**config.mk**
```make
export PLATFORM = sky130hd
export DESIGN_NAME = ld3320_bus_responder_flat
export DESIGN_NICKNAME = d
export VERILOG_FILES = /design/src/rtl/ld3320_bus_responder_pkg.sv /design/src/rtl/ld3320_bus_responder_if.sv /design/src/rtl/ld3320_sync.sv /design/src/rtl/ld3320_bus_responder.sv /design/src/flat_wrapper.sv
export SDC_FILE = /design/constraint.sdc
export NUM_CORES = 2
export LEC_CHECK = 0
export ABC_AREA = 1
export BUFFER_PORTS_ARGS = -buffer_cell sky130_fd_sc_hd__buf_4
export CORE_MARGIN = 2
export CORE_UTILIZATION = 40
export CTS_BUF_LIST = sky130_fd_sc_hd__clkbuf_4
export CTS_CLUSTER_DIAMETER = 40
export CTS_CLUSTER_SIZE = 30
export DETAILED_ROUTE_END_ITERATION = 7
export PLACE_DENSITY = 0.63
export SLEW_MARGIN = 20
export SYNTH_ARGS = -nofsm -noshare
export SYNTH_HDL_FRONTEND = slang
export SYNTH_HIERARCHICAL = 1
export SYNTH_SLANG_ARGS = --single-unit
```
**constraint.sdc**
```tcl
create_clock -name clk -period 2.97 [get_ports clk]
set_clock_uncertainty 0.05 [all_clocks]
set_input_delay 0.297 -clock clk [delete_from_list [all_inputs] [get_ports clk]]
set_output_delay 0.297 -clock clk [all_outputs]
set_load 0.05 [all_outputs]
```
**src/rtl/ld3320_bus_responder_pkg.sv**
```systemverilog
// Shared LD3320 constants: register addresses, status codes and responder FSM states.
package ld3320_bus_responder_pkg;

    localparam int unsigned DATA_W = 8;
    localparam int unsigned CNT_W  = 16;

    localparam logic [DATA_W-1:0] REG_START  = 8'h37;
    localparam logic [DATA_W-1:0] REG_STATUS = 8'hB2;
    localparam logic [DATA_W-1:0] REG_RESULT = 8'hC5;
    localparam logic [DATA_W-1:0] REG_INT    = 8'h2B;

    localparam logic [DATA_W-1:0] START_CMD    = 8'h06;
    localparam logic [DATA_W-1:0] STATUS_READY = 8'h21;
    localparam logic [DATA_W-1:0] STATUS_BUSY  = 8'h00;

    typedef enum logic [1:0] {
        ST_IDLE = 2'd0,
        ST_WR   = 2'd1,
        ST_RD   = 2'd2,
        ST_TURN = 2'd3
    } state_t;

endpackage

```
**src/rtl/ld3320_bus_responder_if.sv**
```systemverilog
// LD3320 parallel bus. P is carried split (host data in, responder data out, output enable);
// the pad-level tristate is P = P_oe ? P_out : 'z.
interface ld3320_bus_responder_if;
    import ld3320_bus_responder_pkg::*;

    logic              CSB;
    logic              WRB;
    logic              RDB;
    logic              A0;
    logic              RSTB;
    logic [DATA_W-1:0] P_in;
    logic [DATA_W-1:0] P_out;
    logic              P_oe;
    logic              INTB;
    logic              mon_wr;
    logic [DATA_W-1:0] mon_addr;
    logic [DATA_W-1:0] mon_data;
    logic              proto_err;

    modport slave (
        input  CSB, WRB, RDB, A0, RSTB, P_in,
        output P_out, P_oe, INTB, mon_wr, mon_addr, mon_data, proto_err
    );

    modport master (
        output CSB, WRB, RDB, A0, RSTB, P_in,
        input  P_out, P_oe, INTB, mon_wr, mon_addr, mon_data, proto_err
    );

endinterface

```
**src/rtl/ld3320_sync.sv**
```systemverilog
// Multi-flop synchronizer for asynchronous host signals; depth clamped to at least 2.
module ld3320_sync #(
    parameter int unsigned     WIDTH   = 1,
    parameter int unsigned     STAGES  = 2,
    parameter logic [WIDTH-1:0] RST_VAL = '0
) (
    input  logic             clk,
    input  logic             rst,
    input  logic [WIDTH-1:0] i_d,
    output logic [WIDTH-1:0] o_q
);

    localparam int unsigned DEPTH = (STAGES < 2) ? 2 : STAGES;

    logic [WIDTH-1:0] r_pipe [DEPTH];

    // Shift the input through DEPTH flops.
    always_ff @(posedge clk or posedge rst) begin
        if (rst) begin
            for (int unsigned i = 0; i < DEPTH; i++) r_pipe[i] <= RST_VAL;
        end else begin
            r_pipe[0] <= i_d;
            for (int unsigned i = 1; i < DEPTH; i++) r_pipe[i] <= r_pipe[i-1];
        end
    end

    assign o_q = r_pipe[DEPTH-1];

endmodule

```
**src/rtl/ld3320_bus_responder.sv**
```systemverilog
// Slave end of the LD3320 parallel interface: register file, busy/result emulation, INTB, write monitor.
module ld3320_bus_responder
    import ld3320_bus_responder_pkg::*;
#(
    parameter int unsigned       SYNC_STAGES  = 2,
    parameter int unsigned       BUSY_CYCLES  = 16,
    parameter logic [DATA_W-1:0] RESULT_VALUE = 8'h05
) (
    input  logic                   clk,
    input  logic                   rst,
    ld3320_bus_responder_if.slave  bus
);

    logic [4:0]        w_ctl_s;
    logic              w_csb_s, w_wrb_s, w_rdb_s, w_a0_s, w_rstb_s;
    logic [DATA_W-1:0] w_p_s;
    logic              r_wrb_d, r_rdb_d;
    logic              w_wrb_fall, w_wrb_rise, w_rdb_fall, w_rdb_rise, w_conflict;

    state_t            r_state, w_next;
    logic              w_addr_en, w_data_en, w_err;
    logic              w_start, w_int_clr, w_expire;
    logic [DATA_W-1:0] w_rd_val;

    logic [DATA_W-1:0] r_addr;
    logic              r_busy;
    logic [CNT_W-1:0]  r_cnt;
    logic              r_intb, r_oe, r_mon_wr, r_proto_err;
    logic [DATA_W-1:0] r_p_out, r_mon_addr, r_mon_data;
    logic [DATA_W-1:0] r_mem [256];

    ld3320_sync #(.WIDTH(5), .STAGES(SYNC_STAGES), .RST_VAL(5'b11111)) u_sync_ctl (
        .clk (clk),
        .rst (rst),
        .i_d ({bus.CSB, bus.WRB, bus.RDB, bus.A0, bus.RSTB}),
        .o_q (w_ctl_s)
    );

    // Data pipe has the same depth as the strobes so P is aligned with the WRB edge.
    ld3320_sync #(.WIDTH(DATA_W), .STAGES(SYNC_STAGES), .RST_VAL('0)) u_sync_p (
        .clk (clk),
        .rst (rst),
        .i_d (bus.P_in),
        .o_q (w_p_s)
    );

    assign {w_csb_s, w_wrb_s, w_rdb_s, w_a0_s, w_rstb_s} = w_ctl_s;

    // One extra flop on the strobes for edge detection.
    always_ff @(posedge clk or posedge rst) begin
        if (rst) begin
            r_wrb_d <= 1'b1;
            r_rdb_d <= 1'b1;
        end else begin
            r_wrb_d <= w_wrb_s;
            r_rdb_d <= w_rdb_s;
        end
    end

    assign w_wrb_fall = ~w_wrb_s &  r_wrb_d;
    assign w_wrb_rise =  w_wrb_s & ~r_wrb_d;
    assign w_rdb_fall = ~w_rdb_s &  r_rdb_d;
    assign w_rdb_rise =  w_rdb_s & ~r_rdb_d;
    assign w_conflict = ~w_csb_s & ~w_wrb_s & ~w_rdb_s;

    assign w_start   = w_data_en & (r_addr == REG_START) & (w_p_s == START_CMD);
    assign w_int_clr = w_data_en & (r_addr == REG_INT);
    assign w_expire  = r_busy & (r_cnt == CNT_W'(1));

    // Next-state and transfer decode; chip reset and strobe conflict override everything.
    always_comb begin
        w_next    = r_state;
        w_addr_en = 1'b0;
        w_data_en = 1'b0;
        w_err     = w_conflict;
        if (!w_rstb_s || w_conflict) begin
            w_next = ST_IDLE;
        end else begin
            case (r_state)
                ST_IDLE: begin
                    if (!w_csb_s && w_wrb_fall)                 w_next = ST_WR;
                    else if (!w_csb_s && w_rdb_fall && !w_a0_s) w_next = ST_RD;
                end
                ST_WR: begin
                    if (w_wrb_rise) begin
                        w_next = ST_IDLE;
                        if (w_a0_s) w_addr_en = 1'b1;
                        else        w_data_en = 1'b1;
                    end else if (w_csb_s) begin
                        w_next = ST_IDLE;
                    end
                end
                ST_RD:   if (w_rdb_rise || w_csb_s) w_next = ST_TURN;
                ST_TURN: w_next = ST_IDLE;
                default: w_next = ST_IDLE;
            endcase
        end
    end

    // Read mux: status, result and interrupt registers are synthesized, the rest come from the RAM.
    always_comb begin
        w_rd_val = r_mem[r_addr];
        case (r_addr)
            REG_STATUS: w_rd_val = r_busy ? STATUS_BUSY : STATUS_READY;
            REG_RESULT: w_rd_val = RESULT_VALUE;
            REG_INT:    w_rd_val = {3'b000, ~r_intb, 4'b0000};
            default:    ;
        endcase
    end

    // FSM state, address, busy counter, INTB, read driver and write monitor.
    always_ff @(posedge clk or posedge rst) begin
        if (rst) begin
            r_state    <= ST_IDLE;
            r_addr     <= '0;
            r_busy     <= 1'b0;
            r_cnt      <= '0;
            r_intb     <= 1'b1;
            r_oe       <= 1'b0;
            r_p_out    <= '0;
            r_mon_wr   <= 1'b0;
            r_mon_addr <= '0;
            r_mon_data <= '0;
        end else if (!w_rstb_s) begin
            r_state    <= ST_IDLE;
            r_addr     <= '0;
            r_busy     <= 1'b0;
            r_cnt      <= '0;
            r_intb     <= 1'b1;
            r_oe       <= 1'b0;
            r_p_out    <= '0;
            r_mon_wr   <= 1'b0;
            r_mon_addr <= '0;
            r_mon_data <= '0;
        end else begin
            r_state  <= w_next;
            r_oe     <= (w_next == ST_RD);
            r_p_out  <= w_rd_val;
            r_mon_wr <= w_data_en;
            if (w_addr_en) r_addr <= w_p_s;
            if (w_data_en) begin
                r_mon_addr <= r_addr;
                r_mon_data <= w_p_s;
            end
            if (w_start) begin
                r_busy <= 1'b1;
                r_cnt  <= CNT_W'(BUSY_CYCLES);
            end else if (w_expire) begin
                r_busy <= 1'b0;
                r_cnt  <= '0;
            end else if (r_busy) begin
                r_cnt  <= r_cnt - CNT_W'(1);
            end
            // An interrupt clear beats a simultaneous busy expiry.
            if (w_int_clr)                 r_intb <= 1'b1;
            else if (w_expire && !w_start) r_intb <= 1'b0;
        end
    end

    // Sticky protocol error; only the host-side rst clears it.
    always_ff @(posedge clk or posedge rst) begin
        if (rst)        r_proto_err <= 1'b0;
        else if (w_err) r_proto_err <= 1'b1;
    end

    // Register file: synchronous write, asynchronous read, not reset.
    always_ff @(posedge clk) begin
        if (w_data_en) r_mem[r_addr] <= w_p_s;
    end

    assign bus.P_out     = r_p_out;
    assign bus.P_oe      = r_oe;
    assign bus.INTB      = r_intb;
    assign bus.mon_wr    = r_mon_wr;
    assign bus.mon_addr  = r_mon_addr;
    assign bus.mon_data  = r_mon_data;
    assign bus.proto_err = r_proto_err;

endmodule

```
**src/flat_wrapper.sv**
```systemverilog
// flat-port wrapper written by rule: the top's interface ports become plain ports
module ld3320_bus_responder_flat import ld3320_bus_responder_pkg::*;
#(
    parameter int unsigned       SYNC_STAGES  = 2,
    parameter int unsigned       BUSY_CYCLES  = 16,
    parameter logic [DATA_W-1:0] RESULT_VALUE = 8'h05
)
  (clk, rst, bus_CSB, bus_WRB, bus_RDB, bus_A0, bus_RSTB, bus_P_in, bus_P_out, bus_P_oe, bus_INTB, bus_mon_wr, bus_mon_addr, bus_mon_data, bus_proto_err);
  ld3320_bus_responder_if bus_i ();
  input  logic clk;
  input  logic rst;
  input wire logic [$bits(bus_i.CSB)-1:0] bus_CSB;
  input wire logic [$bits(bus_i.WRB)-1:0] bus_WRB;
  input wire logic [$bits(bus_i.RDB)-1:0] bus_RDB;
  input wire logic [$bits(bus_i.A0)-1:0] bus_A0;
  input wire logic [$bits(bus_i.RSTB)-1:0] bus_RSTB;
  input wire logic [$bits(bus_i.P_in)-1:0] bus_P_in;
  output wire logic [$bits(bus_i.P_out)-1:0] bus_P_out;
  output wire logic [$bits(bus_i.P_oe)-1:0] bus_P_oe;
  output wire logic [$bits(bus_i.INTB)-1:0] bus_INTB;
  output wire logic [$bits(bus_i.mon_wr)-1:0] bus_mon_wr;
  output wire logic [$bits(bus_i.mon_addr)-1:0] bus_mon_addr;
  output wire logic [$bits(bus_i.mon_data)-1:0] bus_mon_data;
  output wire logic [$bits(bus_i.proto_err)-1:0] bus_proto_err;
  assign bus_i.CSB = bus_CSB;
  assign bus_i.WRB = bus_WRB;
  assign bus_i.RDB = bus_RDB;
  assign bus_i.A0 = bus_A0;
  assign bus_i.RSTB = bus_RSTB;
  assign bus_i.P_in = bus_P_in;
  assign bus_P_out = bus_i.P_out;
  assign bus_P_oe = bus_i.P_oe;
  assign bus_INTB = bus_i.INTB;
  assign bus_mon_wr = bus_i.mon_wr;
  assign bus_mon_addr = bus_i.mon_addr;
  assign bus_mon_data = bus_i.mon_data;
  assign bus_proto_err = bus_i.proto_err;
  ld3320_bus_responder #(.SYNC_STAGES(SYNC_STAGES), .BUSY_CYCLES(BUSY_CYCLES), .RESULT_VALUE(RESULT_VALUE)) u_core (.clk(clk), .rst(rst), .bus(bus_i));
endmodule
```
==> flow_metrics.tcl <==
set metrics [dict create \
    crit_fanout 33 \
    fmax_mhz 338.0 \
    cp-endpoint "u_core/bus.P_out[7]" \
    wl_um 242400 \
    synth_compound_area_share_pct 2.738 \
    grt_max_degree 166 \
    synthMuxAreaShare_pct 0 \
    port_buffers 42 \
    drtAntennaViolNets 0 \
    r2r_setup_slack_ns 0.01 \
    postSynthAreaPerCell_um2 11.78 \
    peakVddDrop_uv 291.3 \
    tritoncts "built" \
    coreArea_mm2 0.2100 \
    r2r-end "u_core/bus.P_out[7]" \
    grt_pass1_vias 55228 \
    post_drt_wl_per_cell_um 22.32 \
    hp-class "in -> reg" \
    period_share_pct 99.63 \
    layout.nets 7847 \
    r2r_cells 16 \
    num-fill-cells 18802 \
    yosysSeqAreaShare_pct 75.07 \
    grt_use_total_pct 22.05 \
    drv_cap 0 \
    synth_top_family_by_area "simple AND/OR/NAND/NOR gates" \
    critPathLaunchType "register" \
    p_per_area_mw_per_mm2 554.3 \
    yosys.area.top_type "edfxtp_1" \
    multi_input_area_mm2 0.01909 \
    synth_seq_cells 2131 \
    critPathLaunch "u_core/r_addr[1]" \
    final-hold-violation-count 0 \
    start_util_pct 40.34 \
    core.rowCount 168 \
    synth.most_common_cell "nand2_1" \
    dieWidth_um 464.2 \
    rsz0062_at_grt "yes" \
    gr-total-overflow 0 \
    status "finished clean" \
    synth_commonest_cells "nand2_1 (3,414), edfxtp_1 (2,048), nor2_1 (428), nand4_1 (212), buf_2 (188)" \
    seq_area_mm2 0.06363 \
    yosys.area_share.adder_pct 0.02954 \
    end_kind "register" \
    die_area_mm2 0.2155 \
    ys_warn_count 6 \
    synth-async-reset-ratio_pct 3.895 \
    pin_count 43 \
    crit_chain "buf_12 -> inv_8 -> nor2_4 -> buf_4 -> buf_12 -> buf_4 -> a22oi_1 -> nand2_1 -> nand2_1 -> nand2_1 -> o21ai_0 -> nand3_1 -> nand2_1 -> nand2_1 -> nor2_1 -> nor2_1" \
    synthDistinctLibCells 39 \
    crit_arrival_ns 4.17 \
    cts.clk_slew.worst_paths_ns 0.12 \
    cts_buffer_depth 4 \
    clock_sinks 2131 \
    slew_violations 0 \
    worst_slew_pin_slew_ns 1.082 \
    drive_above_1_share_pct 15.39 \
    synth_xor_area_share_pct 0.09305 \
    cp_slowest_cell "dfrtp_4" \
    remaining_drc_errors 0 \
    numCtsBuffers 293 \
    synthCells 7189 \
    netlist_top_cells_area "edfxtp_1 (73%), nand2_1 (15%), dfrtp_1 (2.1%), nor2_1 (1.9%), nand4_1 (1.6%)" \
    drtIter0Drc 6476 \
    grt_pass1_wl_um 357500 \
    clk_latency_ns 1.35 \
    synth_top_cell_area_share_pct 72.60 \
    root_buffer "clkbuf_4" \
    maxSlewHeadroom_pct 27.86 \
    synthesis.area_mm2 0.08471 \
    reg2reg_from "u_core/r_addr[1]" \
    p_leak_nw 36.40 \
    vias_per_cell 5.276 \
    synth_edf_count 2048 \
    cts_max_level 5 \
    crit_type "reg -> reg" \
    crit_top_cell "nand2_1" \
    critical_path.max_stage_delay_ns 0.56 \
    vias 57294 \
    setup_tns_ns 0 \
    min_period_ns 2.959 \
    whs_ns 0.1410 \
    setup_violations 0 \
    area_delta_synth_final_pct 15.44 \
    antenna_found_initial 8 \
    gp_congestion 0.9225 \
    syn_nets 7206 \
    die_height_um 464.2 \
    first_pass_iters 7 \
    yosys_most_used_dff "edfxtp_1" \
    yosys.area_share.simple_pct 19.54 \
    crit_required_ns 4.18 \
    hpwlAfterDp_um 148300 \
]
-- state kept, by name, summed over array words and instances (netlist names) --
name and flops:
u_core/bus.mon_addr 8, u_core/u_sync_p/r_pipe 8, u_core/r_busy 1, u_core/r_rdb_d 1
u_core/bus.P_oe 1, u_core/u_sync_p/o_q 8, u_core/u_sync_ctl/r_pipe 5, u_core/bus.P_out 8
u_core/bus.INTB 1, u_core/bus.proto_err 1, u_core/bus.mon_wr 1, u_core/bus.mon_data 8
u_core/u_sync_ctl/o_q 5, u_core/r_cnt 16, u_core/r_wrb_d 1, u_core/r_state 2
u_core/r_addr 8, u_core/r_mem 2048
-- cells by family after synthesis --
family	after synthesis
xor+xnor	9
flops	2131
fa+ha+maj	2
compound gates	367
buf+inv	470
simple gates	4210
-- routing by layer --
layer  global-route usage, %  routed length [um]  vias to the layer above
met5                       0                   0                        -
met4                   9.007                9892                        0
met3                   4.026               22210                      507
met2                   34.92              112100                     2700
met1                   30.01               98190                    28053
li1                        -                   -                    26034
-- worst min-delay path by stage --
stage,cells past startpoint,slack [ns],from,to
after detailed placement,2,0.28,rst,u_core/r_state[0]
final,3,0.14,bus_P_in[6],u_core/u_sync_p/r_pipe[14]
after floorplan,1,0.16,rst,u_core/u_sync_p/o_q[0]
after global placement,2,0.28,rst,u_core/r_state[0]
after CTS,3,0.02,bus_P_in[4],u_core/u_sync_p/r_pipe[12]
after global routing,3,0.08,bus_P_in[5],u_core/u_sync_p/r_pipe[13]
-- layout make-up --
type                    count  area share (%)
flip-flops and latches   2131           65.07
multi-input cells        4588           19.52
repair buffers            726           6.672
well taps                2805           3.589
clock buffers             321           2.464
clock inverters           190           2.294
inverters                  90          0.3749
diodes                      9         0.02303
-- report_power, final --
group	switching (mW)	total, mW	internal [mW]
Combinational	0.789	0.979	0.191
Clock	11.5	20.3	8.79
Sequential	0.0373	33.0	32.9
Total	12.3	54.2	41.9
-- through the flow --
step	area, um^2	setup slack [ns]	power, mW	cells	utilization (%)
detailed placement	92570	-0.08846	34.57	10292	44.08
floorplan	84710	0.3261	34.05	7189	-
CTS	97610	0.02718	54.62	10842	46.48
global route	97790	-0.04333	55.84	10859	46.57
finish	97790	0.01112	54.21	10860	46.57
global placement	92570	-0.1756	34.54	10292	44.08
-- critical path, delay by kind of cell, from the launching register on --
family / cells / cell delay (ns)
AO/OA/AOI/OAI: 2 / 0.61
AND/OR/NAND/NOR: 9 / 0.86
flip-flops: 1 / 0.56
buffers and inverters: 5 / 0.76
-- timing repair --
| item | CTS | global route |
|---|---|---|
| hold buffers | 39 | 0 |
| buffers inserted | 0 | 8 |
| endpoints found under the hold margin | 96 | 0 |
| pin swaps | 0 | 2 |
| cloned | 0 | 1 |
| endpoints found under the setup margin | 3 | 72 |
| gates resized for setup | 5 | 31 |
-- cells in the final DEF, fill, tap and decap left out, drive strengths merged, types with 70 or more instances in the layout --
cell,Yosys,routed
nand2,3415,3415
edfxtp,2048,2048
buf,243,685
nor2,434,434
clkbuf,137,323
nand4,212,212
a22oi,176,176
o21ai,133,133
inv,78,130
nand3,124,124
clkinv,12,92
dfrtp,70,70
Note: power is estimated with default switching activity, not from simulation.
